`config.mk`:
```
export PLATFORM = sky130hd
export DESIGN_NAME = pipelined_decode_stage
export DESIGN_NICKNAME = d
export VERILOG_FILES = /design/src/rtl/pipelined_decode_stage.sv
export SDC_FILE = /design/constraint.sdc
export NUM_CORES = 1
export LEC_CHECK = 0
export ABC_CLOCK_PERIOD_IN_PS = 3520
export BUFFER_PORTS_ARGS = -buffer_cell sky130_fd_sc_hd__buf_2
export CAP_MARGIN = 40
export CELL_PAD_IN_SITES_DETAIL_PLACEMENT = 1
export CELL_PAD_IN_SITES_GLOBAL_PLACEMENT = 1
export CORE_MARGIN = 5
export CORE_UTILIZATION = 40
export CTS_BUF_LIST = sky130_fd_sc_hd__clkbuf_2
export CTS_CLUSTER_SIZE = 28
export DETAILED_ROUTE_END_ITERATION = 12
export GPL_TIMING_DRIVEN = 0
export MAX_ROUTING_LAYER = met4
export PLACE_DENSITY_LB_ADDON = 0.1
export SYNTH_ARGS = -nofsm -noshare
export SYNTH_HDL_FRONTEND = slang
export SYNTH_SLANG_ARGS = --single-unit
```
`constraint.sdc`:
```
create_clock -name clk -period 3.52 [get_ports clk]
set_input_delay 0.176 -clock clk [delete_from_list [all_inputs] [get_ports clk]]
set_output_delay 0.176 -clock clk [all_outputs]
set_load 0.02 [all_outputs]
```
`src/rtl/pipelined_decode_stage.sv`:
```
// pipelined_decode_stage: RV32I decode with ID/EX register, load-use bubble and flush.
// Define RVM_EN to accept the M-extension R-type encodings (funct7=0000001).
module pipelined_decode_stage #(
  parameter int XLEN           = 32,
  parameter bit LOAD_USE_CHECK = 1'b1
) (
  input  logic            clk,
  input  logic            rst,
  input  logic            in_valid,
  output logic            in_ready,
  input  logic [31:0]     in_instr,
  input  logic [XLEN-1:0] in_pc,
  input  logic            flush,
  output logic            out_valid,
  input  logic            out_ready,
  output logic [XLEN-1:0] out_pc,
  output logic [4:0]      out_rs1,
  output logic [4:0]      out_rs2,
  output logic [4:0]      out_rd,
  output logic [XLEN-1:0] out_imm,
  output logic [2:0]      out_funct3,
  output logic [6:0]      out_funct7,
  output logic [4:0]      out_alu_op,
  output logic            out_reg_write,
  output logic            out_alu_src,
  output logic            out_mem_read,
  output logic            out_mem_write,
  output logic            out_mem_to_reg,
  output logic            out_branch,
  output logic            out_jump,
  output logic            out_illegal
);

  localparam logic [6:0] OP_R      = 7'b0110011;
  localparam logic [6:0] OP_IMM    = 7'b0010011;
  localparam logic [6:0] OP_LOAD   = 7'b0000011;
  localparam logic [6:0] OP_STORE  = 7'b0100011;
  localparam logic [6:0] OP_BRANCH = 7'b1100011;
  localparam logic [6:0] OP_JAL    = 7'b1101111;
  localparam logic [6:0] OP_JALR   = 7'b1100111;
  localparam logic [6:0] OP_LUI    = 7'b0110111;
  localparam logic [6:0] OP_AUIPC  = 7'b0010111;

  logic [6:0]  opcode;
  logic [2:0]  f3;
  logic [6:0]  f7;
  logic [4:0]  rs1_f, rs2_f, rd_f;
  logic        s;
  logic [31:0] imm_i, imm_s, imm_b, imm_u, imm_j;

  assign opcode = in_instr[6:0];
  assign rd_f   = in_instr[11:7];
  assign f3     = in_instr[14:12];
  assign rs1_f  = in_instr[19:15];
  assign rs2_f  = in_instr[24:20];
  assign f7     = in_instr[31:25];
  assign s      = in_instr[31];

  assign imm_i = {{20{s}}, in_instr[31:20]};
  assign imm_s = {{20{s}}, in_instr[31:25], in_instr[11:7]};
  assign imm_b = {{19{s}}, s, in_instr[7], in_instr[30:25],
                  in_instr[11:8], 1'b0};
  assign imm_u = {in_instr[31:12], 12'b0};
  assign imm_j = {{11{s}}, s, in_instr[19:12], in_instr[20],
                  in_instr[30:21], 1'b0};

  logic        use1, use2, has_rd;
  logic [31:0] imm;
  logic [4:0]  alu_op;
  logic        reg_write, alu_src, mem_read, mem_write;
  logic        mem_to_reg, branch, jump, illegal;

  always_comb begin
    use1       = 1'b0;
    use2       = 1'b0;
    has_rd     = 1'b0;
    imm        = 32'd0;
    alu_op     = 5'd0;
    reg_write  = 1'b0;
    alu_src    = 1'b0;
    mem_read   = 1'b0;
    mem_write  = 1'b0;
    mem_to_reg = 1'b0;
    branch     = 1'b0;
    jump       = 1'b0;
    illegal    = 1'b0;
    unique case (opcode)
      OP_R: begin
        use1      = 1'b1;
        use2      = 1'b1;
        has_rd    = 1'b1;
        reg_write = 1'b1;
        alu_op    = {1'b0, f7[5], f3};
        illegal   = 1'b1;
        if (f7 == 7'h00 ||
            (f7 == 7'h20 && (f3 == 3'b000 || f3 == 3'b101)))
          illegal = 1'b0;
`ifdef RVM_EN
        if (f7 == 7'h01) begin
          illegal = 1'b0;
          alu_op  = {2'b10, f3};
        end
`endif
      end
      OP_IMM: begin
        use1      = 1'b1;
        has_rd    = 1'b1;
        alu_src   = 1'b1;
        reg_write = 1'b1;
        imm       = imm_i;
        alu_op    = (f3 == 3'b101) ? {1'b0, f7[5], f3} : {2'b00, f3};
        if (f3 == 3'b001 && f7 != 7'h00)
          illegal = 1'b1;
        if (f3 == 3'b101 && f7 != 7'h00 && f7 != 7'h20)
          illegal = 1'b1;
      end
      OP_LOAD: begin
        use1       = 1'b1;
        has_rd     = 1'b1;
        alu_src    = 1'b1;
        reg_write  = 1'b1;
        mem_read   = 1'b1;
        mem_to_reg = 1'b1;
        imm        = imm_i;
      end
      OP_STORE: begin
        use1      = 1'b1;
        use2      = 1'b1;
        alu_src   = 1'b1;
        mem_write = 1'b1;
        imm       = imm_s;
      end
      OP_BRANCH: begin
        use1   = 1'b1;
        use2   = 1'b1;
        branch = 1'b1;
        imm    = imm_b;
        alu_op = {2'b00, f3};
      end
      OP_JAL: begin
        has_rd    = 1'b1;
        jump      = 1'b1;
        reg_write = 1'b1;
        imm       = imm_j;
      end
      OP_JALR: begin
        use1      = 1'b1;
        has_rd    = 1'b1;
        jump      = 1'b1;
        alu_src   = 1'b1;
        reg_write = 1'b1;
        imm       = imm_i;
      end
      OP_LUI, OP_AUIPC: begin
        has_rd    = 1'b1;
        alu_src   = 1'b1;
        reg_write = 1'b1;
        imm       = imm_u;
      end
      default: illegal = 1'b1;
    endcase
    // Illegal entries still flow to EX, but must not touch state
    if (illegal) begin
      alu_op     = 5'd0;
      reg_write  = 1'b0;
      alu_src    = 1'b0;
      mem_read   = 1'b0;
      mem_write  = 1'b0;
      mem_to_reg = 1'b0;
      branch     = 1'b0;
      jump       = 1'b0;
    end
    if (rd_f == 5'd0)
      reg_write = 1'b0;
  end

  logic [4:0] rs1, rs2, rd;
  assign rs1 = use1 ? rs1_f : 5'd0;
  assign rs2 = use2 ? rs2_f : 5'd0;
  assign rd  = has_rd ? rd_f : 5'd0;

  logic advance, hazard, load_use, take;

  assign advance = !out_valid || out_ready;
  assign hazard  = out_valid && out_mem_read && (out_rd != 5'd0) &&
                   ((use1 && rs1_f == out_rd) ||
                    (use2 && rs2_f == out_rd));
  assign load_use = LOAD_USE_CHECK && in_valid && hazard;
  assign in_ready = advance && !load_use && !flush;
  assign take     = in_valid && in_ready;

  always_ff @(posedge clk or posedge rst) begin
    if (rst) begin
      out_valid      <= 1'b0;
      out_pc         <= '0;
      out_rs1        <= '0;
      out_rs2        <= '0;
      out_rd         <= '0;
      out_imm        <= '0;
      out_funct3     <= '0;
      out_funct7     <= '0;
      out_alu_op     <= '0;
      out_reg_write  <= 1'b0;
      out_alu_src    <= 1'b0;
      out_mem_read   <= 1'b0;
      out_mem_write  <= 1'b0;
      out_mem_to_reg <= 1'b0;
      out_branch     <= 1'b0;
      out_jump       <= 1'b0;
      out_illegal    <= 1'b0;
    end else if (flush) begin
      out_valid <= 1'b0;
    end else if (advance) begin
      out_valid <= take;
      if (take) begin
        out_pc         <= in_pc;
        out_rs1        <= rs1;
        out_rs2        <= rs2;
        out_rd         <= rd;
        out_imm        <= XLEN'($signed(imm));
        out_funct3     <= f3;
        out_funct7     <= f7;
        out_alu_op     <= alu_op;
        out_reg_write  <= reg_write;
        out_alu_src    <= alu_src;
        out_mem_read   <= mem_read;
        out_mem_write  <= mem_write;
        out_mem_to_reg <= mem_to_reg;
        out_branch     <= branch;
        out_jump       <= jump;
        out_illegal    <= illegal;
      end
    end
  end

endmodule

```
Word-level counts from Yosys, hierarchy flattened
Index checks and enable logic that the tools add are counted.

word-level totals
  input port bits = 69
  memory bits (writable) = 0
  bits in read-only memories = 0
  memories kept = 0
  latch bits = 0
  logic and storage cells = 95
  output and inout bits = 104
  flip-flop bits (word level) = 102

operators by class
  equal/unequal tests = 15
  $lt $le $gt $ge = 0
  multiply operators = 0
  bitwise gates (word level) = 1
  shift operators = 0
  divide/modulo/power cells = 0
  multiplexer cells = 28
  reductions and logical operators = 35
  add/subtract/negate cells = 0

operators by type and width
  kind                                                                     number
  32-bit one-hot mux with 5 select lines                                   1
  7-bit by 6-bit == test with 1-bit output, second input constant          4
  7-bit == test, second input constant                                     3
  1-bit two-way mux                                                        20
  5-bit two-way mux                                                        4
  7-bit by 5-bit == test with 1-bit output, second input constant          2
  7-bit OR reduction                                                       2
  1-bit logical AND                                                        13
  4-bit one-hot mux with 3 select lines                                    1
  6-bit OR reduction                                                       2
  5-bit == test                                                            2
  7-bit by 2-bit == test with 1-bit output, second input constant          1
  7-bit logical NOT                                                        1
  7-bit by 6-bit inequality test with 1-bit output, second input constant  1
  7-bit nonzero test                                                       1
  3-bit OR reduction                                                       2
  5-bit logical NOT                                                        1
  5-bit nonzero test                                                       1
  1-bit logical OR                                                         4
  4-bit two-way mux                                                        1
  2-bit OR reduction                                                       2
  3-bit by 1-bit == test with 1-bit output, second input constant          1
  3-bit == test, second input constant                                     1
  1-bit logical NOT                                                        3
  5 further kinds                                                          5

Depth between registers and ports, before layout
Gate-level depths: netlist of run 1.

  depth in word-level cells = 13
  mapped depth = 10
  depth with buffers taken out = 6

Worst setup path after synthesis of run 1
OpenSTA, ideal clock, no wires.

  kind = register to output
  from = register out_rd[1]
  to = output port in_ready
  path slack = 1.590 ns
  stages on the path, launching flop included = 8
  data arrival time = 1.754 ns
  path buffers = 2
  required time = 3.344 ns
  cell sequence = dfrtp_1 -> xor2_1 -> nor3_1 -> nand4_2 -> a21oi_4 -> buf_2 -> buf_4 -> a21boi_1

between the ends
  cells in the longest elaborated chain, start to end = 8
  elaborated cells on any way between the ends = 12
  those cells by class = 2 x eq/ne; 10 x reduce/logical

ends and longest elaborated chain
  what                                  RTL line  source
  from (decl)                           19        output logic [4:0] out_rd,
  from (signal assigned)                219       out_rd <= rd;
  5-bit == test (on tied branches)      186, 187
  1-bit logical AND (on tied branches)  186, 187
  1-bit logical OR                      186       ((use1 && rs1_f == out_rd) ||
  1-bit logical AND (*)                 185       assign hazard = out_valid && out_mem_read && (out_rd != 5'd0) &&
  1-bit logical AND (*)                 188       assign load_use = LOAD_USE_CHECK && in_valid && hazard;
  1-bit logical NOT (*)                 189       assign in_ready = advance && !load_use && !flush;
  1-bit logical AND (*) (2 in series)   189
  to (decl)                             10        output logic in_ready,

Every way passes the cells marked *; elsewhere a longest branch is shown, timed or not.

Final worst setup path of run 1
  from = input port in_instr[4]
  to = output port in_ready

between the ends
  cells in the longest elaborated chain, start to end = 10
  elaborated cells on any way between the ends = 18
  those cells by class = 6 x eq/ne; 2 x mux; 10 x reduce/logical

ends and longest elaborated chain
  what                                                                              RTL line  source
  from (decl)                                                                       11        input logic [31:0] in_instr,
  7-bit by 5-bit == test with 1-bit output (tied with other cells)                  87        unique case (opcode)
  6-bit OR reduction (no source line) / 3-bit OR reduction (equally long branches)  -
  1-bit two-way mux                                                                 87
  1-bit logical AND (on tied branches)                                              186, 187
  1-bit logical OR (*)                                                              186
  1-bit logical AND (*)                                                             185
  1-bit logical AND (*)                                                             188
  1-bit logical NOT (*)                                                             189
  1-bit logical AND (*) (2 in series)                                               189

Marks and branches as above.

==> summary.md, run 1 <==
| Metric | Value |
|---|---|
| CTS H-tree lvls | 3 |
| CTS tree | built |
| RD Place Congestion | 0.854 |
| Tcrit/Tclk final | 86.5% |
| Worst EP required | 3.34 ns |
| RSZ-0062 raised after global routing | false |
| Synth Cell Area | 4720 sq um |
| CTS clock-pin slew for the worst setup and hold paths | 0.27 ns |
| CP startpoint kind | input pin |
| Syn_area_per_cell | 12.4 sq um |
| First-pass GRT wire length | 25400 um |
| Reg2reg end | out_valid |
| Hold depth | 5 |
| Yosys top cell by area | dfrtp_1 |
| Least-Margin Pin Slew | 0.743 ns |
| Synth area leaders | dfrtp_1, mux2_4, o2bb2ai_1, a2bb2oi_1, nand2_1 |
| Finished Layout Cells | 775 |
| Post-layout net count | 694 |
| All-Layer GR Usage | 23.6% |
| Crit-path max FO | 10 |
| Setup WS post-layout | 0.475 ns |
| Post-Syn Instances | 380 |
| Arr. time, crit path | 2.87 ns |
| CP Capture Type | primary output |
| Detailed Place HPWL | 11100 um |
| Largest net degree at the start of global routing | 60 |
| # Max-Cap Violations | 0 |
| Worst Hold Class | in -> reg |
| # IOs | 173 |
| Ys async rst share | 100% |
| Post-CTS Resized | 0 |
| Commonest cells in the synthesized netlist | dfrtp_1, mux2_4, nand2_1 |
| Lkg Pwr | 0.00321 uW |
| VDD IR max | 244 uV |
| CTS Buf Count | 9 |
| Area growth syn-to-layout | 38.4% |
| Fraction of layout cells with a size suffix above 1 | 40.8% |
| CTS max path bufs | 2 |
| Number of setup buffers added after CTS | 0 |
| CTS root buf | clkbuf_2 |
| Top FF cell, synth | dfrtp_1 |
| Grt ovf | 0 |
| Vias/cell | 5.18 |
| WL/cell | 20.5 um |
| Via count of the routed design | 4015 |
| Critical path type | in -> out |
| Final wirelength | 15900 um |
| CP peak stage delay | 0.54 ns |
| Setup violations, final | 0 |
| Initial antenna violation count | 2 |
| Die Area | 14100 sq um |
| Most frequent cell after synthesis | dfrtp_1 |
| Site row count | 39 |
| DP Worst Slack | 1.01 ns |
| Crit path top cell by count | buf_2 |
| Port bufs | 169 |
| Sink Count | 101 |
| Vias in the first global route | 4492 |
| EDFF count, synth | 0 |
| Worst R2R Start | out_rd[1] |
| Netlist cell types | 45 |
| Die W | 119 um |
| Initial Utilization | 41.0% |
| Pins over their slew limit | 0 |
| Post-synthesis register bit count | 101 |
| Hold Vio Cnt, Final | 0 |
| Hold path start | in_instr[6] |
| CP Cell Sequence | dlygate4sd3_1 > buf_2 > nand3b_1 > a211oi_2 > nand4_1 > a21oi_4 > buf_2 > buf_4 > a21boi_1 > buf_2 |
| Iter 0 DRT Violations | 161 |
| Antenna-violating nets left | 0 |
| Slew HR | 50.5% |
| Fmax | 0.328 GHz |
| Syn Nets | 449 |
| Post-synthesis sequential area ratio | 53.5% |
| Synth top area share | 53.5% |
| Placed Instances | 694 |
| DRC Markers | 0 |
| Worst Skew | 0.0197 ns |
| Worst-skew pair later-pin latency | 0.61 ns |
| Status | finished, final reports clean |
| Hold Path Sink | out_imm[11] |
| Worst reg-to-reg setup slack | 0.94 ns |
| Hold slack | 0.0400 ns |
| Yosys warnings | 0 |
| Slowest stage cell, crit path | dlygate4sd3_1 |
| First-pass iteration count of the detailed router | 4 |
| Worst Reg-to-Reg Cells | 9 |
| Top flop regs | out_imm x32, out_pc x32, out_funct7 x7 |
| Die height | 119 um |
| Tmin final | 3.04 ns |
| Area of the core | 11500 sq um |
| Pwr dens | 418 nW/um^2 |
==> worst max-delay path: cells and delay by family <==
family / cells / cell delay, ns
buffers and inverters: 5 / 1.37
AOI/OAI and AO/OA: 3 / 0.89
and+or+nand+nor: 2 / 0.42
==> layout by cell type (no fill, tap or decap), drive strengths merged, types with 2 or more instances in the layout <==
master	count
o2bb2ai	23
xnor2	4
clkinv	3
o22a	5
dfrtp	101
mux2	47
a221o	4
and2	5
nor2	13
buf	190
nor3	4
nand3b	2
diode	2
a21oi	10
o31ai	5
and3	3
nor4	2
dlygate4sd3	63
nand2	33
o21ai	15
a211oi	3
nand3	24
nor2b	4
xor2	7
or4	2
inv	6
a2bb2oi	19
nand4	2
nand2b	2
clkbuf	18
==> stage by stage <==
stage	utilization [%]	total power (uW)	TNS [ns]	instance area [sq um]
3_5_place_dp	50.2	2110	0	5780
3_3_place_gp	49.9	2090	-54.37	5750
4_1_cts	56.7	2760	0	6530
6_report	56.7	2730	0	6530
2_1_floorplan	-	1830	0	4720
5_1_grt	56.7	2880	0	6530
==> cell type report <==
cell class	instances	area (sq um)
Timing Repair Buffer	234	1510
Multi-Input combinational cell	248	2000
Clock buffer	9	45.0
Antenna cell	2	5.00
Buffer	28	180
Clock inverter	7	71.3
Tap cell	143	179
Sequential cell	101	2530
Inverter	3	13.8
Fill cell	1271	4980
==> per-layer routing <==
metal	vias up	GRT usage, %	share of wire (%)
li1	1873	-	-
met1	1989	29.0	43
met2	130	38.6	49
met3	23	6.49	5.9
met4	0	6.59	1.9
met5	-	-	0
==> timing repair <==
item                                    in CTS  in global routing
hold buffers                                63                  0
endpoints found under the hold margin      135                  0
endpoints found under the setup margin       0                  0
==> power by group <==
group          internal, uW  switching (uW)
Clock                   169             407
Sequential             1290            77.7
Combinational           357             425
Total                  1820             910
==> worst max-delay path by stage <==
stage / end / cells after the start / slack (ns) / startpoint
after floorplan: out_alu_op[0] / 1 / 0.70 / rst
after detailed placement: in_ready / 9 / 1.01 / in_instr[6]
final: in_ready / 10 / 0.48 / in_instr[4]
after CTS: in_ready / 10 / 0.52 / in_instr[4]
after global routing: in_ready / 10 / 0.32 / in_instr[4]
after global placement: out_pc[5] / 2 / -0.54 / rst
==> logic make-up (layout without fill, tap and decap cells) <==
group	Yosys count	count (layout)	share of synthesized area, %
flip-flops	101	101	53.5
AND/OR/NAND/NOR	100	100	10.7
AO/OA/AOI/OAI	89	89	14.7
multiplexers	47	47	14.9
buffers and inverters	31	281	4.06
XOR/XNOR	11	11	2.04
other	1	3	0.0794
(Power assumes the default switching activity.)
==> run 2, diff against run 1 <==
ABC_CLOCK_PERIOD_IN_PS = 3000   (was 3520)
clock period = 3 ns   (was 3.52 ns; I/O delays follow)
==> run 2 against run 1 <==
Effect of this change:
- total power is 18% higher
- register-to-register slack worse by 0.51 ns
- combinational power is 19% higher
- via count is 1.4% higher
- count of clock-buffer cells in the layout stayed put
- utilization is 0.71 points higher
- critical path depth is 1 higher
- sequential power is 18% higher
- first-iteration DRC count is 24% higher
- cell count is 0.90% higher
- largest power group unchanged
==> summary.md, run 2 (synthesis results as in run 1) <==
| Metric | Value |
|---|---|
| Status | finished, final reports clean |
| CP Depth | 11 (+1) |
| Critical Path Source | in_instr[3] |
| Area of the core | 11500 sq um (unchanged) |
| Initial antenna violation count | 2 (unchanged) |
| Worst R2R Start | out_rd[1] |
| WL/cell | 20.6 um (+0.41%) |
| Post-layout net count | 701 (+1.0%) |
| Iter 0 DRT Violations | 200 (+24%) |
| CTS root buf | clkbuf_2 |
| Pins over their slew limit | 0 (unchanged) |
| Antenna-violating nets left | 0 (unchanged) |
| Tmin final | 2.90 ns |
| CP Cell Sequence | dlygate4sd3_1 > buf_4 > and4bb_1 > and3_1 > buf_4 > nand4_2 > a21oi_4 > clkbuf_4 > buf_4 > a21boi_1 > buf_2 |
| Via count of the routed design | 4072 (+1.4%) |
| Die height | 119 um (unchanged) |
| Tcrit/Tclk final | 96.7% |
| Least-Margin Pin Slew | 0.737 ns (-0.00604 ns) |
| Sink Count | 101 (unchanged) |
| Lkg Pwr | 0.00324 uW (+0.80%) |
| Commonest non-fill, non-tap cell in the layout | buf_2 |
| CTS max path bufs | 2 (unchanged) |
| Crit path top cell by count | buf_4 |
| Crit-path max FO | 10 (unchanged) |
| Initial Utilization | 41.0% (unchanged) |
| Final wirelength | 16100 um (+1.3%) |
| Hold Path Sink | out_jump |
| Fraction of layout cells with a size suffix above 1 | 41.0% (+0.18 points) |
| Vias in the first global route | 4532 (+0.89%) |
| Slowest stage cell, crit path | dlygate4sd3_1 |
| CTS Buf Count | 9 (unchanged) |
| Die W | 119 um (unchanged) |
| Hold slack | 0.0709 ns (+0.0309 ns) |
| Worst-skew pair later-pin latency | 0.61 ns (about the same) |
| CTS clock-pin slew for the worst setup and hold paths | 0.27 ns (about the same) |
| Vias/cell | 5.21 (+0.51%) |
| DRC Markers | 0 (unchanged) |
| # Max-Cap Violations | 0 (unchanged) |
| CTS tree | built |
| Site row count | 39 (unchanged) |
| Arr. time, crit path | 2.75 ns (-0.12 ns) |
| Total power | 3220 uW (+18%) |
| VDD IR max | 287 uV (+17%) |
| CP startpoint kind | input pin |
| Detailed Place HPWL | 11100 um (unchanged) |
| RD Place Congestion | 0.854 (unchanged) |
| Reg2reg end | out_valid |
| Buf/Inv on CP | 6 (+1) |
| Worst Reg-to-Reg Cells | 9 (unchanged) |
| Top flop regs | out_imm x32, out_pc x32, out_funct7 x7 |
| Critical path type | in -> out |
| Port bufs | 169 (unchanged) |
| Hold depth | 3 (-2) |
| Setup violations, final | 0 (unchanged) |
| Worst EP required | 2.85 ns (-0.49 ns) |
| Slew HR | 50.9% (+0.40 points) |
| Most frequent cells in the layout | buf_2, dfrtp_1, dlygate4sd3_1 |
| Largest net degree at the start of global routing | 60 (unchanged) |
| Pwr dens | 486 nW/um^2 (+16%) |
| Worst reg-to-reg setup slack | 0.43 ns (-0.51 ns) |
| RSZ-0062 raised after global routing | false |
| Worst Skew | 0.0203 ns (+0.000574 ns) |
| Worst Hold Class | in -> reg |
| Fmax | 0.345 GHz |
| CP peak stage delay | 0.54 ns (about the same) |
| # IOs | 173 (unchanged) |
| CP Capture Type | primary output |
| All-Layer GR Usage | 23.8% (+0.13 points) |
| Area growth syn-to-layout | 40.1% |
| First-pass iteration count of the detailed router | 4 (unchanged) |
| CTS H-tree lvls | 3 (unchanged) |
| Hold path start | in_instr[5] |
| Die Area | 14100 sq um (unchanged) |
| Hold Vio Cnt, Final | 0 (unchanged) |
| CP delay by family, top | buffers and inverters |
| First-pass GRT wire length | 25500 um (+0.35%) |
| Grt ovf | 0 (unchanged) |
run 2: cell count changes in the layout (fill, tap and decap cells not counted):
cell / previous run / this run
dlygate4sd3_1: 63 / 69
dfrtp_2: 0 / 3
a211oi_4: 0 / 1
buf_2: 176 / 175
clkbuf_4: 0 / 1
a211oi_2: 1 / 0
buf_4: 8 / 9
dfrtp_1: 101 / 98
run 2: power breakdown:
part / switching [uW] / leakage [uW] / internal, uW
registers: 91.5 / 0.00126 / 1520
logic: 502 / 0.00190 / 426
clock network: 480 / 0.0000769 / 198
run 2: how the worst max path moves through the flow:
stage,slack [ns],end
after floorplan,0.20,out_alu_op[0]
after global placement,-1.04,out_pc[5]
after detailed placement,0.54,in_ready
after CTS,0.008,in_ready
after global routing,0.00006,in_ready
final,0.1,in_ready
run 2: per-layer routing:
metal	track usage (%)	up-vias	part of all wire (%)	routed length (um)
met3	6.64	23	6.0	965
met2	38.8	135	50	7990
met5	-	-	0	0
li1	-	1887	-	-
met4	6.73	0	2.0	317
met1	29.0	2027	42	6810
run 2: area by class of cell:
cell class	count	area, sq um
Sequential cell	101	2530
Antenna cell	2	5.00
Multi-Input combinational cell	248	2010
Tap cell	143	179
Buffer	28	183
Timing Repair Buffer	241	1580
Fill cell	1268	4900
Clock buffer	9	45.0
Inverter	3	13.8
Clock inverter	7	71.3
run 2: timing repair:
action                                 4_1_cts  5_1_grt
setup endpoints to repair                    0        1
gates resized for setup                      0        5
endpoints found under the hold margin      195        1
buffers inserted                             0        1
hold buffers                                67        2
run 2: worst reg2reg max path, delay by kind of cell (launching register included):
family / cells / cell delay [ns]
buffers and inverters: 3 / 0.97
AND/OR/NAND/NOR: 3 / 0.53
XOR/XNOR: 1 / 0.15
flip-flops: 1 / 0.51
AO/OA/AOI/OAI: 2 / 0.34
run 2: per-stage QoR:
stage	instance area (sq um)	setup WS, ns	instances	utilization (%)	TNS, ns
2_1_floorplan	4720	0.203	380	-	0
3_3_place_gp	5750	-1.04	692	49.9	-104.26
3_5_place_dp	5780	0.544	694	50.2	0
4_1_cts	6570	0.00821	777	57.0	0
5_1_grt	6610	0.0000644	782	57.4	0
6_report	6610	0.0995	782	57.4	0
==> run 3, diff against run 2 <==
REMOVE_ABC_BUFFERS = 1   (was default)
SKIP_CTS_REPAIR_TIMING = 1   (was default)
==> run 3 against run 2 <==
Effect of this change:
- worst setup slack improved by 0.0063 ns
- clock skew rose by 0.0034 ns
- cell count fell by 2.8%
- critical path type is now in -> reg
- flip-flop and latch count did not move
- non-clock buffer count fell by 21
- routed wire length fell by 6.4%
- utilization fell by 0.70 points
- critical endpoint is now out_rs2[2]
- critical path depth fell by 1
- highest routed layer unchanged
- count of clock-buffer cells in the layout rose by 1
- hold slack got worse by 0.024 ns
==> summary.md, run 3 (synthesis results as in run 1) <==
| Metric | Value |
|---|---|
| Worst Skew | 0.0237 ns (+0.00339 ns) |
| Port bufs | 171 (+1.2%) |
| Vias in the first global route | 4101 (-9.5%) |
| Site row count | 39 (unchanged) |
| Fraction of layout cells with a size suffix above 1 | 40.1% (-0.88 points) |
| Largest net degree at the start of global routing | 56 (-6.7%) |
| Arr. time, crit path | 3.44 ns (+0.69 ns) |
| Die Area | 14100 sq um (unchanged) |
| Via count of the routed design | 3997 (-1.8%) |
| DRC Markers | 0 (unchanged) |
| Fmax | 0.346 GHz (+0.22%) |
| Antenna-violating nets left | 0 (unchanged) |
| CP Capture Type | register |
| WL/cell | 19.8 um (-3.7%) |
| Lkg Pwr | 0.00317 uW (-2.2%) |
| Hold Vio Cnt, Final | 0 (unchanged) |
| Least-Margin Pin Slew | 0.898 ns (+0.161 ns) |
| Worst Hold Class | in -> reg |
| CTS max path bufs | 2 (unchanged) |
| Total power | 3100 uW (-3.5%) |
| Initial Utilization | 41.0% (unchanged) |
| Post-layout net count | 680 (-3.0%) |
| RD Place Congestion | 0.846 (-0.98%) |
| Crit-path max FO | 23 (+13) |
| Fillers | 1248 (-1.6%) |
| Hold depth | 5 (+2) |
| Worst Reg-to-Reg Cells | 8 (-1) |
| Detailed Place HPWL | 10400 um (-6.7%) |
| Iter 0 DRT Violations | 224 (+12%) |
| CP startpoint kind | input pin |
| Setup violations, final | 0 (unchanged) |
| Tcrit/Tclk final | 96.5% (-0.21 points) |
| Worst-skew pair later-pin latency | 0.61 ns (about the same) |
| Vias/cell | 5.26 (+1.0%) |
| Setup TNS | 0 ns (unchanged) |
| Die W | 119 um (unchanged) |
| First-pass GRT wire length | 22500 um (-12%) |
| Pwr dens | 475 nW/um^2 (-2.3%) |
| CTS Buf Count | 9 (unchanged) |
| Top flop regs | out_imm x32, out_pc x32, out_funct7 x7 |
| Worst EP required | 3.55 ns (+0.70 ns) |
| CTS clock-pin slew for the worst setup and hold paths | 0.26 ns (about the same) |
| Area growth syn-to-layout | 38.4% |
| Status | finished, final reports clean |
| CTS tree | built |
| Area of the multi-input gates | 2010 sq um (-0.12%) |
| Slew HR | 40.1% (-11 points) |
| FF+latch area | 2530 sq um (-0.15%) |
| VDD IR max | 332 uV (+16%) |
| Grt ovf | 0 (unchanged) |
| CTS H-tree lvls | 3 (unchanged) |
| Initial antenna violation count | 1 (-1) |
| Die height | 119 um (unchanged) |
| Critical path type | in -> reg |
| Commonest non-fill, non-tap cell in the layout | buf_2 |
| Final wirelength | 15000 um (-6.4%) |
| Pins over their slew limit | 0 (unchanged) |
| # IOs | 173 (unchanged) |
| First-pass iteration count of the detailed router | 4 (unchanged) |
| # Max-Cap Violations | 0 (unchanged) |
| Sink Count | 101 (unchanged) |
| All-Layer GR Usage | 20.6% (-3.2 points) |
| CTS root buf | clkbuf_2 |
| Area of the core | 11500 sq um (unchanged) |
| Most frequent cells in the layout | buf_2, dfrtp_1, dlygate4sd3_1 |
| Tmin final | 2.89 ns (-0.00634 ns) |
[run 3: cell types whose count changed in the layout (fill, tap and decap cells not counted), moves of 3 or more]
cell | before | now
dfrtp_2 | 3 | 0
buf_4 | 9 | 2
clkbuf_1 | 9 | 0
buf_16 | 1 | 4
buf_6 | 5 | 0
buf_2 | 175 | 171
dfrtp_1 | 98 | 101
[run 3: layer usage]
| layer | vias to the layer above | routed length [um] | global-route usage (%) |
|---|---|---|---|
| met3 | 13 | 862 | 6.26 |
| met2 | 116 | 7480 | 32.8 |
| met1 | 2021 | 6540 | 26.0 |
| li1 | 1847 | - | - |
| met4 | 0 | 171 | 4.49 |
| met5 | - | 0 | - |
[run 3: worst paths after layout]
path	slack [ns]	endpoint	startpoint
min in group asynchronous	0.14	out_imm[21]	rst
worst max register to register	0.11	out_rs2[2]	out_rd[1]
max in group asynchronous	2.16	out_imm[0]	rst
worst min-delay path	0.05	out_imm[30]	in_instr[4]
worst max-delay path	0.11	out_rs2[2]	in_instr[3]
worst min register to register	0.52	out_imm[8]	out_imm[8]
[run 3: final cells by class]
| type | instances | share of cell area [%] |
|---|---|---|
| clock inverters | 6 | 0.574 |
| diodes | 1 | 0.0383 |
| repair buffers | 248 | 26.3 |
| clock buffers | 10 | 0.766 |
| well taps | 143 | 2.74 |
| flip-flops and latches | 101 | 38.7 |
| inverters | 3 | 0.211 |
| multi-input cells | 248 | 30.7 |
[run 3: metrics by stage]
stage / cell area, sq um / setup WS [ns] / util [%] / hold WS (ns) / cells
after floorplan: 4540 / 0.0370 / - / 0.241 / 352
after global placement: 5580 / -1.05 / 48.4 / 0.349 / 666
final: 6530 / 0.106 / 56.7 / 0.0472 / 760
after CTS: 5820 / 0.116 / 50.6 / -0.478 / 690
after detailed placement: 5740 / -0.0564 / 49.8 / 0.276 / 674
after global routing: 6530 / -0.00268 / 56.7 / 0.0119 / 760
[run 3: worst max-delay path, cell delays in order]
cell           delay [ns]
dlygate4sd3_1        0.53
buf_2                0.18
and4bb_1             0.35
and3_1               0.36
nand4_2              0.17
a21oi_4              0.58
buf_16               0.25
nand2b_1             0.50
buf_16               0.23
o2bb2ai_1            0.12
[run 3: power by group]
| group | switching [uW] | internal (uW) | total (uW) |
|---|---|---|---|
| combinational | 487 | 422 | 910 |
| sequential | 94.2 | 1520 | 1610 |
| clock | 472 | 109 | 582 |
| total | 1050 | 2050 | 3100 |
